File: src/rtl/iob_gpio_sensor_sched_pkg.sv
// Shared types and defaults for the GPIO sensor measurement scheduler.
package iob_gpio_sensor_sched_pkg;

  localparam int unsigned CNT_W_DEF = 16;
  localparam int unsigned STATE_W   = 2;

  // Scheduler FSM encoding; output decode depends on these exact values.
  typedef enum logic [STATE_W-1:0] {
    ST_IDLE  = 2'd0,
    ST_CLEAR = 2'd1,
    ST_WAIT  = 2'd2,
    ST_DONE  = 2'd3
  } state_e;

endpackage

File: src/rtl/iob_gpio_sync_edge.sv
// Two-flop synchronizer for an asynchronous pin followed by a registered
// rising-edge detector; the pulse appears 3 clocks after the pin edge.
module iob_gpio_sync_edge (
  input  logic clk,
  input  logic rst,
  input  logic i_async,
  output logic o_rise
);

  logic r_sync1;
  logic r_sync2;
  logic r_prev;
  logic r_rise;

  // Metastability filter, history flop and one-cycle rise pulse.
  always_ff @(posedge clk or negedge rst) begin
    if (!rst) begin
      r_sync1 <= 1'b0;
      r_sync2 <= 1'b0;
      r_prev  <= 1'b0;
      r_rise  <= 1'b0;
    end else begin
      r_sync1 <= i_async;
      r_sync2 <= r_sync1;
      r_prev  <= r_sync2;
      r_rise  <= r_sync2 & ~r_prev;
    end
  end

  assign o_rise = r_rise;

endmodule

File: src/rtl/iob_gpio_sensor_sched.sv
// Periodic measurement scheduler: every cfg_period cycles clears and enables
// the sensor capture core, times the delay to the first sensor rising edge
// (bounded by cfg_window) and holds the result in a valid/ack register.
module iob_gpio_sensor_sched
  import iob_gpio_sensor_sched_pkg::*;
#(
  parameter int unsigned CNT_W = CNT_W_DEF
) (
  input  logic             clk,
  input  logic             rst,
  input  logic             cfg_en,
  input  logic [CNT_W-1:0] cfg_period,
  input  logic [CNT_W-1:0] cfg_window,
  input  logic             sensor_in,
  output logic             core_rst,
  output logic             core_enable,
  output logic             busy,
  output logic             meas_valid,
  output logic [CNT_W-1:0] meas_count,
  output logic             meas_timeout,
  input  logic             meas_ack,
  output logic             overrun,
  input  logic             overrun_clr
);

  state_e           r_state;
  logic [CNT_W-1:0] r_pcnt;
  logic [CNT_W-1:0] r_wcnt;
  logic [CNT_W-1:0] r_cap_count;
  logic             r_cap_to;
  logic             r_meas_valid;
  logic [CNT_W-1:0] r_meas_count;
  logic             r_meas_timeout;
  logic             r_overrun;

  logic             w_sens_rise;
  logic             w_period_run;
  logic             w_start;
  logic             w_push;
  logic             w_skip;
  logic             w_drop;

  iob_gpio_sync_edge u_sync_edge (
    .clk     (clk),
    .rst     (rst),
    .i_async (sensor_in),
    .o_rise  (w_sens_rise)
  );

  assign w_period_run = cfg_en && (cfg_period != '0);
  assign w_start      = w_period_run && (r_pcnt == (cfg_period - CNT_W'(1)));
  // An abort during DONE suppresses the push.
  assign w_push       = (r_state == ST_DONE) && cfg_en;
  assign w_skip       = w_start && (r_state != ST_IDLE);
  assign w_drop       = w_push && r_meas_valid && !meas_ack;

  // Period counter: free-runs modulo cfg_period while enabled, else held at 0.
  always_ff @(posedge clk or negedge rst) begin
    if (!rst) begin
      r_pcnt <= '0;
    end else if (!w_period_run || w_start) begin
      r_pcnt <= '0;
    end else begin
      r_pcnt <= r_pcnt + CNT_W'(1);
    end
  end

  // Measurement FSM with wait counter and capture registers.
  always_ff @(posedge clk or negedge rst) begin
    if (!rst) begin
      r_state     <= ST_IDLE;
      r_wcnt      <= '0;
      r_cap_count <= '0;
      r_cap_to    <= 1'b0;
    end else if (!cfg_en) begin
      r_state <= ST_IDLE;
    end else begin
      case (r_state)
        ST_IDLE: begin
          if (w_start) begin
            r_state <= ST_CLEAR;
          end
        end
        ST_CLEAR: begin
          r_wcnt  <= '0;
          r_state <= ST_WAIT;
        end
        ST_WAIT: begin
          // Edge wins over a coincident timeout.
          if (w_sens_rise) begin
            r_cap_count <= r_wcnt;
            r_cap_to    <= 1'b0;
            r_state     <= ST_DONE;
          end else if (r_wcnt == cfg_window) begin
            r_cap_count <= cfg_window;
            r_cap_to    <= 1'b1;
            r_state     <= ST_DONE;
          end else begin
            r_wcnt <= r_wcnt + CNT_W'(1);
          end
        end
        ST_DONE: begin
          r_state <= ST_IDLE;
        end
        default: begin
          r_state <= ST_IDLE;
        end
      endcase
    end
  end

  // Result register: load when empty or being acked in the same cycle.
  always_ff @(posedge clk or negedge rst) begin
    if (!rst) begin
      r_meas_valid   <= 1'b0;
      r_meas_count   <= '0;
      r_meas_timeout <= 1'b0;
    end else if (w_push && (!r_meas_valid || meas_ack)) begin
      r_meas_valid   <= 1'b1;
      r_meas_count   <= r_cap_count;
      r_meas_timeout <= r_cap_to;
    end else if (meas_ack && r_meas_valid) begin
      r_meas_valid <= 1'b0;
    end
  end

  // Sticky overrun: a new error wins over a same-cycle clear.
  always_ff @(posedge clk or negedge rst) begin
    if (!rst) begin
      r_overrun <= 1'b0;
    end else if (w_skip || w_drop) begin
      r_overrun <= 1'b1;
    end else if (overrun_clr) begin
      r_overrun <= 1'b0;
    end
  end

  assign core_rst     = (r_state == ST_CLEAR);
  assign core_enable  = (r_state == ST_WAIT);
  assign busy         = (r_state != ST_IDLE);
  assign meas_valid   = r_meas_valid;
  assign meas_count   = r_meas_count;
  assign meas_timeout = r_meas_timeout;
  assign overrun      = r_overrun;

endmodule

File: config.mk
export PLATFORM = sky130hd
export DESIGN_NAME = iob_gpio_sensor_sched
export DESIGN_NICKNAME = d
export VERILOG_FILES = /design/src/rtl/iob_gpio_sensor_sched_pkg.sv /design/src/rtl/iob_gpio_sync_edge.sv /design/src/rtl/iob_gpio_sensor_sched.sv
export SDC_FILE = /design/constraint.sdc
export NUM_CORES = 1
export LEC_CHECK = 0
export BUFFER_PORTS_ARGS = -buffer_cell sky130_fd_sc_hd__buf_2
export CORE_ASPECT_RATIO = 1.4
export CORE_MARGIN = 2
export CORE_UTILIZATION = 58
export CTS_CLUSTER_DIAMETER = 150
export DETAILED_ROUTE_END_ITERATION = 16
export GPL_TIMING_DRIVEN = 1
export PLACE_DENSITY = 0.81
export SYNTH_ARGS = -nofsm -noshare
export SYNTH_HDL_FRONTEND = slang
export SYNTH_SLANG_ARGS = --single-unit
File: constraint.sdc
create_clock -name clk -period 3.13 [get_ports clk]
set_clock_uncertainty 0.15 [all_clocks]
set_input_delay 0.1565 -clock clk [delete_from_list [all_inputs] [get_ports clk]]
set_output_delay 0.1565 -clock clk [all_outputs]
set_load 0.02 [all_outputs]
==> implementation parameters, run 1 <==
Parameter                              Value

Status
  Result of the run    finished clean

Worst setup path
  Arrival time at the worst endpoint    2.82 ns
  Classification of the worst setup path    reg -> reg
  Crit start category    flop
  R2R cell count    7
  Worst path required time    3.24 ns
  Peak fanout along the critical path    33
  Kind of end point of the critical path    flop
  Slowest cell on the critical path    sky130_fd_sc_hd__a41o_1
  Crit-path max cell delay    0.60 ns
  Worst-path cell chain    xor2_1 > nor4_1 > a41o_1 > and3_1 > buf_4 > nor2_1 > a21oi_1

Timing
  # setup viols final    0
  Final WS setup    0.416 ns
  Slew @ Worst Pin    0.681 ns
  Hold Vio Cnt, Final    0
  Tcrit/Tclk final    0.867
  Achievable clock frequency    0.368 GHz
  Minimum clock period    2.71 ns
  Post-route setup TNS    0 ns
  Setup repair after global routing missed its margin    no
  Tightest slew margin relative to the limit    0.542
  Max-slew violation total from the final report    0

Global route
  Gr ovfl total    0
  Total track usage    0.250
  Maximum number of pins on one net before global-route repair    34
  Via count of the first global-routing pass    3,323
  Initial antenna violation count    0
  Global-route wire length before repair    15,200 µm

Yosys
  Post-Syn Instances    417
  Number of enable-type register cells in the synthesized netlist    0
  Nets in the synthesized netlist    463
  Top cell type by total area after synthesis    sky130_fd_sc_hd__dfrtp_1
  Proportion of netlist area held by the largest area contributor    0.442
  Most used flip-flop cell after synthesis    sky130_fd_sc_hd__dfrtp_1
  Synth async-reset ratio    1.00
  Number of register bits inferred by synthesis    74
  Syn. warnings    0
  Cell Area, Synth    4190 µm²
  Seq/Total Area, Yosys    0.442
  Average footprint of a synthesized cell    10.0 µm²
  Distinct cell type count after synthesis    52
  Most area-consuming cells after synthesis    sky130_fd_sc_hd__dfrtp_1 44%, sky130_fd_sc_hd__xor2_1 7.3%, sky130_fd_sc_hd__xnor2_1 5.2%

Die
  Vertical die dimension    105 µm
  Top-Level Pins    60
  Number of core rows    36
  Std-Cell Core Area    6980 µm²
  Die Outline Area    7920 µm²
  Initial Utilization    0.599
  Chip Width    75.8 µm

Finish
  Area added between synthesis and finish    18.1%
  Final design area excluding fillers    4940 µm²
  ANT cells    0
  Layout cells sized above 1    0.239
  Utilization of the core after routing    0.708
  Fill cell total of the finished layout    537
  Highest-count cells in the layout ignoring fill and taps    74 x sky130_fd_sc_hd__dfrtp_1, 59 x sky130_fd_sc_hd__buf_2, 47 x sky130_fd_sc_hd__nor2_1, 35 x sky130_fd_sc_hd__xor2_1, 26 x sky130_fd_sc_hd__nor3_1
  Commonest non-fill, non-tap cell in the layout    sky130_fd_sc_hd__dfrtp_1
  Layout net count    535

Clocking
  Post CTS Setup Buffer Count    0
  Number of H-tree branching levels    3
  Max clock buf depth    2
  Number of buffers created by CTS    9
  Number of hold buffers added after CTS    9
  Clock root buffer    sky130_fd_sc_hd__clkbuf_8
  CTS tree    done
  Clock transition at the registers of the reported paths    0.08 ns
  Count of clock tree sinks    74
  Later-pin clock latency in the skew report    0.34 ns
  Post_cts resized    0

Pwr
  Leakage dissipation    2.31 nW
  Total power divided by cell area    408 nW/µm²
  VDD IR max    0.000230 V

Route
  Wire per inst    15.6 µm
  Iter 0 DRT Violations    200
  Pre-antenna DRT Iters    4
  Via Count    3,368
  Residual DRC    0
  Routed vias/inst    5.72
  Number of nets with antenna violations after routing    0
  Final wirelength    9220 µm

Placed design
  Weighted congestion reported at the end of routability-driven placement    0.855
  Quantity of I/O buffers inserted on ports    59
  Place WS    0.279 ns
  Detailed-placement wirelength estimate    6980 µm
  Cell area after placement    4610 µm²

Min path
  Cell count of the worst hold path    3
  Path class of the lowest-slack min-delay path    in -> reg

Job
  Number of maximum-capacitance violations    0
## cell families (layout without fill, tap and decap cells)
| kind of cell | count (synthesis) | count (layout) | share of synthesized area |
|---|---|---|---|
| buffers and inverters | 31 | 108 | 0.0281 |
| flip-flops | 74 | 74 | 0.442 |
| multiplexers | 34 | 34 | 0.0876 |
| adder cells (fa/ha/maj) | 8 | 8 | 0.0239 |
| AO/OA/AOI/OAI | 42 | 42 | 0.0711 |
| XOR/XNOR | 61 | 61 | 0.132 |
| AND/OR/NAND/NOR | 167 | 167 | 0.215 |
## flip-flops by register name (all words and copies together), names as in the netlist
| signal | flops |
|---|---|
| meas_count | 16 |
| r_cap_count | 16 |
| r_pcnt | 16 |
| r_wcnt | 16 |
| r_state | 2 |
| meas_timeout | 1 |
| meas_valid | 1 |
| overrun | 1 |
| r_cap_to | 1 |
| u_sync_edge.o_rise | 1 |
| u_sync_edge.r_prev | 1 |
| u_sync_edge.r_sync1 | 1 |
| u_sync_edge.r_sync2 | 1 |
## power breakdown
part	switching, mW	internal [mW]	total (mW)	leakage [nW]
Combinational	0.0979	0.0703	0.168	1.18
Clock	0.352	0.529	0.881	0.120
Sequential	0.00737	0.961	0.969	1.02
## metal layers
| layer | GRT usage | wire (µm) | up-vias |
|---|---|---|---|
| met5 | 0 | 0 | - |
| li1 | - | - | 1615 |
| met1 | 0.285 | 3690 | 1638 |
| met3 | 0.0572 | 356 | 18 |
| met4 | 0.0852 | 188 | 0 |
| met2 | 0.440 | 4980 | 97 |
## synthesized netlist by cell type, drive strengths merged (2+ instances only)
cell type  count
or3            3
or2            4
and3           6
nor3b          2
mux2          18
a31oi          3
nor2          47
nand3b         2
xnor2         26
nand4          7
nand2         23
or4            7
inv           13
o311ai         2
o2111ai        2
clkbuf        17
nor4          16
o21ai          8
nor2b          4
a21oi         18
mux2i         16
nor3          26
a221o          2
dfrtp         74
xor2          35
nand3         11
nor4b          3
ha             8
## worst max-delay path: cells and delay by family (launching register included)
kind,cells,cell delay (ns)
compound gates,2,0.75
xor+xnor,1,0.19
buf+inv,1,0.30
flops,1,0.46
simple gates,3,0.78
## final cells by class
| cell class | count | area (µm²) | share of cell area |
|---|---|---|---|
| clock buffers | 9 | 124 | 0.0251 |
| flip-flops and latches | 74 | 1850 | 0.375 |
| clock inverters | 7 | 116 | 0.0235 |
| inverters | 13 | 48.8 | 0.00987 |
| multi-input cells | 312 | 2220 | 0.448 |
| repair buffers | 79 | 468 | 0.0947 |
| well taps | 95 | 119 | 0.0240 |
## worst paths after layout
kind                                      from  slack, ns                   to
max in group asynchronous                  rst       1.94           r_wcnt[12]
hold reg to reg            u_sync_edge.r_sync1       0.21  u_sync_edge.r_sync2
setup reg to reg                     r_wcnt[8]       0.42      r_cap_count[10]
hold / removal                   cfg_window[1]      0.008       r_cap_count[1]
setup / recovery                     r_wcnt[8]       0.42      r_cap_count[10]
min in group asynchronous                  rst       0.17            r_pcnt[2]
## through the flow
step,total power [mW],hold WS [ns],std cells
finish,2.02,0.00753,589
global route,2.11,0.0103,589
CTS,2.04,0.0000211,589
detailed placement,1.15,0.0107,564
global placement,1.14,0.00495,564
floorplan,1.07,-0.289,417
No activity file was read; power rests on OpenSTA's default activity.
==> run 2, diff against run 1 <==
--- a/config.mk
+++ b/config.mk
@@ -5,6 +5,7 @@
 export SDC_FILE = /design/constraint.sdc
 export NUM_CORES = 1
 export LEC_CHECK = 0
+export ABC_AREA = 1
 export BUFFER_PORTS_ARGS = -buffer_cell sky130_fd_sc_hd__buf_2
 export CORE_ASPECT_RATIO = 1.4
 export CORE_MARGIN = 2
@@ -12,7 +13,7 @@
 export CTS_CLUSTER_DIAMETER = 150
 export DETAILED_ROUTE_END_ITERATION = 16
 export GPL_TIMING_DRIVEN = 1
-export PLACE_DENSITY = 0.81
+export PLACE_DENSITY = 0.8
 export SYNTH_ARGS = -nofsm -noshare
 export SYNTH_HDL_FRONTEND = slang
 export SYNTH_SLANG_ARGS = --single-unit
==> run 2 against run 1 <==
  * Cell count grew 32%
  * Combinational power rose to 5.6 times the previous value
  * Register-to-register slack better by 0.40 ns
  * Critical path type is now in -> reg
  * Global-route usage grew 2.6 points
  * Design area grew 6.2%
==> implementation parameters, run 2 <==
Parameter                              Value

Status
  Result of the run    finished clean

Yosys
  Nets in the synthesized netlist    642 (+39%)
  Syn. warnings    0 (unchanged)
  Ranking of synthesized cells by instance count    164 x sky130_fd_sc_hd__nand2_1, 76 x sky130_fd_sc_hd__inv_1, 74 x sky130_fd_sc_hd__dfrtp_1
  Proportion of netlist area held by the largest area contributor    0.414 (-0.0288)
  Most used flip-flop cell after synthesis    sky130_fd_sc_hd__dfrtp_1
  Number of enable-type register cells in the synthesized netlist    0 (unchanged)
  Seq/Total Area, Yosys    0.414 (-0.0288)
  Cell with the most instances after synthesis    sky130_fd_sc_hd__nand2_1
  Average footprint of a synthesized cell    7.51 µm² (-25%)
  Cell Area, Synth    4480 µm² (+7.0%)
  Number of register bits inferred by synthesis    74 (unchanged)
  Distinct cell type count after synthesis    40 (-23%)
  Most area-consuming cells after synthesis    sky130_fd_sc_hd__dfrtp_1 41%, sky130_fd_sc_hd__nand2_1 14%, sky130_fd_sc_hd__inv_1 6.4%
  Top cell type by total area after synthesis    sky130_fd_sc_hd__dfrtp_1
  Post-Syn Instances    596 (+43%)
  Synth async-reset ratio    1.00 (unchanged)

Finish
  ANT cells    0 (unchanged)
  Layout net count    723 (+35%)
  Commonest non-fill, non-tap cell in the layout    sky130_fd_sc_hd__nand2_1
  Area added between synthesis and finish    17.3%
  Number of standard cells in the final layout excluding fillers    778 (+32%)
  Layout cells sized above 1    0.160 (-0.0788)
  Highest-count cells in the layout ignoring fill and taps    164 x sky130_fd_sc_hd__nand2_1, 76 x sky130_fd_sc_hd__inv_1, 74 x sky130_fd_sc_hd__dfrtp_1, 64 x sky130_fd_sc_hd__nor2_1, 59 x sky130_fd_sc_hd__buf_2

Pwr
  Total power divided by cell area    566 nW/µm² (+39%)
  Leakage dissipation    2.56 nW (+11%)
  VDD IR max    0.000447 V (+94%)

Worst setup path
  Crit start category    primary input
  Arrival time at the worst endpoint    2.40 ns (-0.42 ns)
  Classification of the worst setup path    in -> reg
  Worst reg-to-reg setup slack    0.82 ns (+0.40 ns)
  Peak fanout along the critical path    24 (-27%)
  Kind of end point of the critical path    flop
  Worst path required time    3.21 ns (-0.03 ns)

Die
  Top-Level Pins    60 (unchanged)
  Number of core rows    37 (+2.8%)
  Initial Utilization    0.604 (+0.00493)
  Vertical die dimension    108 µm (+3.3%)
  Chip Width    78.3 µm (+3.2%)
  Std-Cell Core Area    7410 µm² (+6.1%)
  Die Outline Area    8450 µm² (+6.6%)

Clocking
  Number of buffers created by CTS    9 (unchanged)
  CTS tree    done
  Later-pin clock latency in the skew report    0.36 ns (+0.02 ns)
  Max clock buf depth    2 (unchanged)
  Number of hold buffers added after CTS    20 (+11)
  Number of H-tree branching levels    3 (unchanged)
  Post_cts resized    0 (unchanged)
  Count of clock tree sinks    74 (unchanged)
  Clock root buffer    sky130_fd_sc_hd__clkbuf_8
  Post CTS Setup Buffer Count    0 (unchanged)
  Clock transition at the registers of the reported paths    0.07 ns (about the same)

Global route
  Total track usage    0.276 (+0.0264)
  Maximum number of pins on one net before global-route repair    75 (+120%)
  Initial antenna violation count    0 (unchanged)
  Gr ovfl total    0 (unchanged)
  Via count of the first global-routing pass    4,079 (+23%)
  Global-route wire length before repair    18,100 µm (+19%)

Timing
  # setup viols final    0 (unchanged)
  Achievable clock frequency    0.431 GHz (+17%)
  Setup repair after global routing missed its margin    no
  Max-slew violation total from the final report    0 (unchanged)
  Post-route setup TNS    0 ns (unchanged)
  Slew @ Worst Pin    0.655 ns (-0.0260 ns)
  Tightest slew margin relative to the limit    0.563 (+0.0204)
  Minimum clock period    2.32 ns (-0.396 ns)
  Hold Vio Cnt, Final    0 (unchanged)
  Tcrit/Tclk final    0.741 (-0.126)

Placed design
  Quantity of I/O buffers inserted on ports    59 (unchanged)
  Post-placement cell count    742 (+32%)
  Detailed-placement wirelength estimate    8010 µm (+15%)
  Weighted congestion reported at the end of routability-driven placement    0.926 (+8.2%)

Route
  Residual DRC    0 (unchanged)
  Final wirelength    10,900 µm (+18%)
  Via Count    4,138 (+23%)
  Wire per inst    14.0 µm (-10%)
  Routed vias/inst    5.32 (-7.0%)
  Pre-antenna DRT Iters    4 (unchanged)
  Number of nets with antenna violations after routing    0 (unchanged)
  Iter 0 DRT Violations    183 (-8.5%)

Job
  Number of maximum-capacitance violations    0 (unchanged)

Min path
  Path class of the lowest-slack min-delay path    in -> reg
## run 2: cell types whose count changed after synthesis, sizes merged, moves of 15 or more
cell   before  now
nand2      23  169
inv        13   83
o21ai       8   41
nor2       47   74
xor2       35   18
mux2i      16    0
mux2       18    3
nand3      11   26
## run 2: worst paths after layout
kind	start	cells past startpoint	to
max	cfg_window[15]	13	r_wcnt[1]
min	cfg_en	4	r_cap_to
max reg2reg	r_wcnt[12]	11	r_wcnt[1]
min reg2reg	u_sync_edge.r_sync1	0	u_sync_edge.r_sync2
max in group asynchronous	rst	3	r_cap_to
min in group asynchronous	rst	3	r_wcnt[9]
## run 2: cells by family after synthesis
logic type,count (synthesis),share of synthesized area
buffers and inverters,97,0.0866
AND/OR/NAND/NOR,309,0.312
AO/OA/AOI/OAI,74,0.0967
adder cells (fa/ha/maj),8,0.0224
flip-flops,74,0.414
XOR/XNOR,31,0.0606
multiplexers,3,0.00755
## run 2: area by class of cell
| class | instances | area [µm²] |
|---|---|---|
| tap | 97 | 121 |
| clock buffer | 12 | 145 |
| sequential | 74 | 1850 |
| fill | 607 | 2160 |
| clock inverter | 3 | 40.0 |
| timing repair buffer | 83 | 541 |
| multi-input combinational | 425 | 2240 |
| inverter | 84 | 315 |
## run 2: per-layer routing
layer | global-route usage | routed length [µm]
met5 | 0 | 0
met1 | 0.308 | 4250
met2 | 0.515 | 5870
met3 | 0.0526 | 458
met4 | 0.112 | 341
## run 2: stage by stage
stage          setup slack (ns)  cell area [µm²]  hold WS, ns  total power [mW]   util
3_3_place_gp              0.928             4860       0.0607              2.21  0.656
3_5_place_dp              0.830             4860       0.0646              2.25  0.656
5_1_grt                   0.623             5250        0.110              3.16  0.709
4_1_cts                   0.814             5240      0.00699              2.99  0.708
2_1_floorplan              1.33             4480       -0.289              1.92      -
6_report                  0.812             5250       0.0787              2.97  0.709
## run 2: report_power, final
| group | internal (mW) | switching, mW | total, mW |
|---|---|---|---|
| combinational | 0.316 | 0.622 | 0.938 |
| clock | 0.383 | 0.334 | 0.717 |
| sequential | 1.20 | 0.124 | 1.32 |
| total | 1.89 | 1.08 | 2.97 |
## run 2: critical path, stage by stage
cell                            delay, ns
sky130_fd_sc_hd__dlygate4sd3_1       0.54
sky130_fd_sc_hd__buf_2               0.14
sky130_fd_sc_hd__xor2_1              0.15
sky130_fd_sc_hd__nor2_1              0.10
sky130_fd_sc_hd__nand2_1             0.05
sky130_fd_sc_hd__nor3_1              0.18
sky130_fd_sc_hd__nand2_1             0.14
sky130_fd_sc_hd__nand2_1             0.10
sky130_fd_sc_hd__nand2_1             0.06
sky130_fd_sc_hd__nand2_2             0.35
sky130_fd_sc_hd__inv_1               0.21
sky130_fd_sc_hd__nand3_1             0.11
sky130_fd_sc_hd__o21ai_0             0.09
==> run 3, diff against run 2 <==
--- a/config.mk
+++ b/config.mk
@@ -9,11 +9,11 @@
 export BUFFER_PORTS_ARGS = -buffer_cell sky130_fd_sc_hd__buf_2
 export CORE_ASPECT_RATIO = 1.4
 export CORE_MARGIN = 2
-export CORE_UTILIZATION = 58
+export CORE_UTILIZATION = 53
 export CTS_CLUSTER_DIAMETER = 150
 export DETAILED_ROUTE_END_ITERATION = 16
 export GPL_TIMING_DRIVEN = 1
-export PLACE_DENSITY = 0.8
+export PLACE_DENSITY = 0.77
 export SYNTH_ARGS = -nofsm -noshare
 export SYNTH_HDL_FRONTEND = slang
 export SYNTH_SLANG_ARGS = --single-unit
==> constraint.sdc (replaced) <==
create_clock -name clk -period 2.1 [get_ports clk]
set_clock_uncertainty 0.15 [all_clocks]
set_input_delay 0.105 -clock clk [delete_from_list [all_inputs] [get_ports clk]]
set_output_delay 0.105 -clock clk [all_outputs]
set_load 0.02 [all_outputs]
==> run 3 against run 2 <==
  * Global-route usage shrank 2.2 points
  * Combinational power grew 56%
  * Clock power grew 130%
  * Worst hold slack lost 0.032 ns
  * Utilization shrank 2.7 points
  * Via count grew 2.2%
  * Sequential power grew 50%
  * First-iteration DRC count grew 44%
  * Power grew 70%
  * Critical endpoint is now r_cap_count[6]
==> implementation parameters, run 3 (same netlist as run 2, synthesis figures left out) <==
Parameter                              Value

Timing
  Post-route setup TNS    0 ns (unchanged)
  Tightest slew margin relative to the limit    0.686 (+0.123)
  Max-slew violation total from the final report    0 (unchanged)
  Setup repair after global routing missed its margin    yes
  Minimum clock period    1.98 ns
  Hold Vio Cnt, Final    0 (unchanged)
  # setup viols final    0 (unchanged)
  Achievable clock frequency    0.504 GHz
  Hold Slack    0.0472 ns (-0.0315 ns)
  Slew @ Worst Pin    0.470 ns (-0.184 ns)
  Tcrit/Tclk final    0.945

Worst setup path
  Crit-path max cell delay    0.54 ns (about the same)
  Cell occurring most often along the worst timing path    sky130_fd_sc_hd__nand2_1
  Top delay family on crit path    buffers and inverters
  Worst-path cell chain    dlygate4sd3_1 > buf_2 > inv_1 > nand2_1 > nand4_1 > nor3_1 > nand2_1 > nand2_1 > nand2_1 > inv_2 > buf_12 > o211ai_1 > o21ai_0
  Crit start category    primary input
  Crit path buf inv count    5 (+2)
  Slowest cell on the critical path    sky130_fd_sc_hd__dlygate4sd3_1
  Peak fanout along the critical path    26 (+8.3%)
  Classification of the worst setup path    in -> reg
  Worst path required time    2.20 ns (-1.01 ns)
  Arrival time at the worst endpoint    2.08 ns (-0.32 ns)
  Kind of end point of the critical path    flop

Pwr
  Power spent charging and discharging nets    1.68 mW (+55%)
  Net switching share of the total power    0.331 (-0.0316)
  Gate power share    0.289 (-0.026)
  Total power divided by cell area    905 nW/µm² (+60%)
  P_int    3.38 mW (+79%)
  Seq pwr share    0.391 (-0.053)
  Leakage dissipation    2.72 nW (+6.2%)
  VDD IR max    0.000652 V (+46%)
  Part of the total power dissipated in the clock network    0.320 (+0.079)

Placed design
  Detailed-placement wirelength estimate    8180 µm (+2.1%)
  Weighted congestion reported at the end of routability-driven placement    1.02 (+10%)
  Cell area after placement    4990 µm² (+2.8%)
  Quantity of I/O buffers inserted on ports    59 (unchanged)

Route
  Iter 0 DRT Violations    264 (+44%)
  Wire per inst    13.8 µm (-1.7%)
  Pre-antenna DRT Iters    4 (unchanged)
  Routed vias/inst    5.27 (-0.96%)
  Number of nets with antenna violations after routing    0 (unchanged)
  Via Count    4,230 (+2.2%)
  Final wirelength    11,100 µm (+1.5%)
  Residual DRC    0 (unchanged)

Finish
  ANT cells    0 (unchanged)
  Final design area excluding fillers    5590 µm² (+6.5%)
  Fill cell total of the finished layout    671 (+11%)
  Area added between synthesis and finish    25.0%
  Layout cells sized above 1    0.197 (+0.0368)
  Commonest non-fill, non-tap cell in the layout    sky130_fd_sc_hd__nand2_1
  Highest-count cells in the layout ignoring fill and taps    161 x sky130_fd_sc_hd__nand2_1, 76 x sky130_fd_sc_hd__inv_1, 72 x sky130_fd_sc_hd__dfrtp_1, 62 x sky130_fd_sc_hd__nor2_1, 59 x sky130_fd_sc_hd__buf_2
  Utilization of the core after routing    0.682 (-0.0266)
  Layout net count    742 (+2.6%)

Clocking
  Count of clock tree sinks    74 (unchanged)
  CTS tree    done
  Number of H-tree branching levels    3 (unchanged)
  Number of buffers created by CTS    9 (unchanged)
  Clock transition at the registers of the reported paths    0.05 ns (-0.02 ns)
  Clock root buffer    sky130_fd_sc_hd__clkbuf_16
  Max clock buf depth    2 (unchanged)
  Later-pin clock latency in the skew report    0.34 ns (-0.02 ns)

Global route
  Initial antenna violation count    0 (unchanged)
  Gr ovfl total    0 (unchanged)
  Global-route wire length before repair    18,000 µm (-0.50%)
  Total track usage    0.255 (-0.0219)
  Via count of the first global-routing pass    4,165 (+2.1%)
  Maximum number of pins on one net before global-route repair    75 (unchanged)

Die
  Std-Cell Core Area    8200 µm² (+11%)
  Vertical die dimension    113 µm (+4.4%)
  Initial Utilization    0.546 (-0.0583)
  Chip Width    81.7 µm (+4.4%)
  Die Outline Area    9210 µm² (+9.0%)
  Top-Level Pins    60 (unchanged)
  Number of core rows    39 (+5.4%)

Job
  Number of maximum-capacitance violations    0 (unchanged)

Min path
  Path class of the lowest-slack min-delay path    in -> reg

Status
  Result of the run    finished clean
## run 3: changes by cell type in the layout (fill, tap and decap cells not counted), sizes merged
cell / previous run / this run
buf: 62 / 81
clkbuf: 12 / 14
clkinv: 3 / 1
bufinv: 1 / 2
## run 3: area by class of cell
cell class,instances,area (µm²),area share
Clock buffer,14,254,0.0454
Clock inverter,2,60.1,0.0107
Inverter,84,315,0.0564
Multi-Input combinational cell,425,2270,0.407
Sequential cell,74,1850,0.331
Tap cell,102,128,0.0228
Timing Repair Buffer,102,708,0.127
## run 3: final timing paths
check                                       to  cells past startpoint  slack [ns]                start
max                             r_cap_count[6]                     13        0.12       cfg_window[10]
min                                   r_cap_to                      4        0.05               cfg_en
max reg2reg                         r_state[1]                     14        0.12            r_pcnt[4]
min reg2reg                u_sync_edge.r_sync2                      0        0.20  u_sync_edge.r_sync1
max in group asynchronous            r_wcnt[0]                      3        1.29                  rst
min in group asynchronous   u_sync_edge.r_prev                      3        0.17                  rst
## run 3: timing repair
action,4_1_cts,5_1_grt
resized for setup,0,12
endpoints found under the hold margin,93,0
endpoints found under the setup margin,0,9
hold buffers,21,0
buffers inserted,0,5
## run 3: tightest hold or removal path, stage by stage
cell and delay [ns]:
sky130_fd_sc_hd__buf_2 0.15, sky130_fd_sc_hd__nand2_1 0.10, sky130_fd_sc_hd__nor2_1 0.09, sky130_fd_sc_hd__a21oi_1 0.04
## run 3: metal layers
layer  track usage  wire [µm]
met5             0          0
met4         0.101        280
met3        0.0558        469
met2         0.467       5970
met1         0.277       4350
## run 3: per-stage QoR
| stage | power, mW | worst slack (ns) | instances |
|---|---|---|---|
| after floorplan | 2.86 | 0.303 | 596 |
| after global placement | 3.35 | 0.0463 | 761 |
| after detailed placement | 3.42 | -0.0344 | 761 |
| after CTS | 5.10 | 0.0395 | 798 |
| after global routing | 5.38 | -0.0382 | 803 |
| final | 5.06 | 0.116 | 803 |
## run 3: power by group through the flow
| stage | Combinational (mW) | Clock, mW | Sequential (mW) |
|---|---|---|---|
| after floorplan | 0.717 | 0 | 2.15 |
| after global placement | 1.37 | 0 | 1.98 |
| after detailed placement | 1.42 | 0 | 2.00 |
| after CTS | 1.47 | 1.65 | 1.98 |
| after global routing | 1.64 | 1.72 | 2.02 |
| final | 1.46 | 1.62 | 1.98 |
